$ cat config.mk
export PLATFORM = sky130hd
export DESIGN_NAME = rc4_char_validator
export DESIGN_NICKNAME = d
export VERILOG_FILES = /design/src/rtl/rc4_pkg.sv /design/src/rtl/rc4_char_validator.sv
export SDC_FILE = /design/constraint.sdc
export NUM_CORES = 1
export LEC_CHECK = 0
export ABC_AREA = 1
export CAP_MARGIN = 20
export CORE_AREA = 4 4 41 43
export DETAILED_ROUTE_END_ITERATION = 10
export DIE_AREA = 0 0 45 47
export REMOVE_ABC_BUFFERS = 1
export SLEW_MARGIN = 15
export SYNTH_ARGS = -nofsm -noshare
export SYNTH_HDL_FRONTEND = slang
export SYNTH_SLANG_ARGS = --single-unit
$ cat constraint.sdc
create_clock -name vclk -period 0.8
set_input_delay 0.12 -clock vclk [all_inputs]
set_output_delay 0.12 -clock vclk [all_outputs]
set_load 0.02 [all_outputs]
$ cat src/rtl/rc4_pkg.sv
// Shared definitions for the RC4 key-search blocks: plaintext character bounds,
// default message length and the key-search checker state encoding.
package rc4_pkg;

    localparam int unsigned MSG_LEN_DEFAULT = 32;

    localparam logic [7:0] CHAR_SPACE = 8'h20;
    localparam logic [7:0] CHAR_LO    = 8'h61;
    localparam logic [7:0] CHAR_HI    = 8'h7A;

    typedef enum logic [2:0] {
        KS_IDLE,
        KS_ADDR,
        KS_WAIT,
        KS_CHECK,
        KS_NEXT_KEY,
        KS_FOUND,
        KS_EXHAUSTED
    } ks_state_e;

endpackage

$ cat src/rtl/rc4_char_validator.sv
// Combinational plaintext filter: accepts a space or a lowercase letter a..z.
module rc4_char_validator
    import rc4_pkg::*;
(
    input  logic [7:0] char_i,
    output logic       valid_o
);

    always_comb begin
        valid_o = (char_i == CHAR_SPACE) || ((char_i >= CHAR_LO) && (char_i <= CHAR_HI));
    end

endmodule

==> out/qor_table.md <==
| Parameter | Reported |
|---|---|
| PwrDens | 413 mW/mm2 |
| Register Area | 0 um2 |
| Combinational family with the most area after synthesis | simple AND/OR/NAND/NOR gates |
| Fraction of layout instances using a drive strength above 1 | 0.536 |
| Headroom to the max-slew limit | 0.919 |
| DP Worst Slack | -908 ps |
| Drc violations | 0 |
| Placement Rows | 13 |
| Number of ports placed on the die boundary | 9 |
| Static Leakage | 0.000109 uW |
| Min Hold Slack | 609 ps |
| Count of fill cells added during filler insertion | 155 |
| Highest clock frequency the design can meet | 1130 MHz |
| Synth Area in Simple Gates | 0.698 |
| Logic pwr share | 1.000 |
| Nets | 38 |
| Placeable Area | 0.00130 mm2 |
| GR Overflow Total | 0 |
| Drt initial violations | 1 |
| Area delta synth->final | 175% |
| Count of mapped cells out of synthesis | 18 |
| Warnings from Yosys | 0 |
| Portion of the post-synthesis area used by sequential elements | 0 |
| Net switching share of the total power | 0.441 |
| Final Worst Setup Slack | -87.5 ps |
| P_sw | 39.4 uW |
| Cell area after placement | 188 um2 |
| DIE HEIGHT | 47 um |
| Design area | 216 um2 |
| Die width | 45 um |
| Vias per inst | 3.07 |
| Antenna Diode Count | 0 |
| Routability congestion estimate | 0.637 |
| Most common library cell in the layout ignoring fill and taps | nand2_1 |
| Worst Path Required | 680 ps |
| Pin count of the biggest net entering global routing | 4 |
| Number of global-route vias before repair | 99 |
| Result of the run | finished, violations left |
| Class of the tightest hold or removal check | in -> out |
| Count of antenna-violating nets left after detailed routing | 0 |
| Share of synthesized area spent on multiplexers | 0 |
| Post-synthesis share of cell area spent on full adders, half adders and majority gates | 0 |
| Setup violators final | 1 |
| Routed len/inst | 6.91 um |
| Startpoint type of the worst setup path | input port |
| Critical Path Sink Type | output port |
| Largest fanout on the critical path | 2 |
| Violations in the final reports | negative setup slack |
| TritonRoute pass-1 iters | 2 |
| Port buffer count | 9 |
| Initial Util | 0.0606 |
| Total length of routed wires | 297 um |
| Number of sequential storage elements | 0 |
| Min cycle time layout | 887 ps |
| Die Outline Area | 0.00212 mm2 |
| First-pass GRT wire length | 407 um |
| Complex-gate fraction of the synthesized area | 0.111 |
| Multi-input logic area | 91.3 um2 |
| Most used cells in the layout excluding fill and tap cells | nand2_1, buf_6, nand3_2, inv_1 |
| Final period util | 1.11 |
| Final hold violation count | 0 |
| Overall Global Routing Usage | 0.0236 |
| Max capacitance violation total | 0 |
| Clock power frac | 0 |
| Synthesized area | 78.8 um2 |
| Antenna violations before repair | 0 |
| Design internal power | 50.0 uW |
| Number of library cell types mapped by synthesis | 6 |
| Detailed-route via count | 132 |
| WS Path Type | in -> out |
| Relative contribution of sequential cells to total power | 0 |
| Worst-case vdd ir drop | 115 uV |
| Clock buf count | 0 |
| Slew @ Worst Pin | 121 ps |
| Final core utilization | 0.166 |
| Hold bufs inserted after CTS | 0 |
| Arr. time, crit path | 770 ps |
| Number of pins with negative max-slew slack in the final report | 0 |
| Post-DP HPWL | 224 um |
| Setup repair after global routing missed its margin | true |
| Overall power | 89.4 uW |
| XOR/XNOR share of the synthesized area | 0 |
| Synthesized area per cell | 4.38 um2 |
power by group through the flow:
stage / registers [uW] / logic (uW) / clock network (uW)
detailed placement: 0 / 77.3 / 0
global placement: 0 / 77.7 / 0
floorplan: 0 / 25.7 / 0
finish: 0 / 89.4 / 0
global route: 0 / 97.8 / 0
CTS: 0 / 80.7 / 0
through the flow:
step / setup TNS, ps / std cells
floorplan: 0 / 18
global placement: -919 / 42
detailed placement: -908 / 42
CTS: -106 / 43
global route: -121 / 43
finish: -87.5 / 43
path summary, 6_finish.rpt:
path / startpoint / end / slack (ps) / cells after the start
setup / recovery: char_i[1] / valid_o / -90 / 7
hold / removal: char_i[6] / valid_o / 610 / 4
metal layers:
metal | vias to the layer above | wire, um | GRT usage
met2 | 9 | 95 | 0.0339
met4 | 0 | 0 | 0
li1 | 74 | - | -
met5 | - | 0 | 0
met1 | 49 | 121 | 0.0337
met3 | 0 | 80 | 0.0115
layout make-up:
| cell class | instances | share of cell area |
|---|---|---|
| Inverter | 4 | 0.0694 |
| Tap cell | 15 | 0.0867 |
| Multi-Input combinational cell | 14 | 0.422 |
| Timing Repair Buffer | 10 | 0.422 |
logic make-up after synthesis:
family,after synthesis
AO/OA/AOI/OAI,1
AND/OR/NAND/NOR,13
buffers and inverters,4
cells in the mapped netlist (all sizes together):
master	count	area (um2)
nand2	7	26.3
inv	4	15.0
nand3	3	15.0
nor2	3	13.8
a21oi	1	8.76
critical path, cell delays in order:
cell and delay, ps:
buf_6 100, nor2_4 110, buf_6 100, nand3_2 70
nand3_2 70, a21oi_2 50, buf_4 150
timing repair:
action | CTS | global route
setup buffers | 1 | 0
setup endpoints to repair | 1 | 1
pin swaps | 9 | 7
resized for setup | 36 | 6
cloned | 0 | 0
endpoints found under the hold margin | 0 | 0
Note: power is estimated with default switching activity, not from simulation.
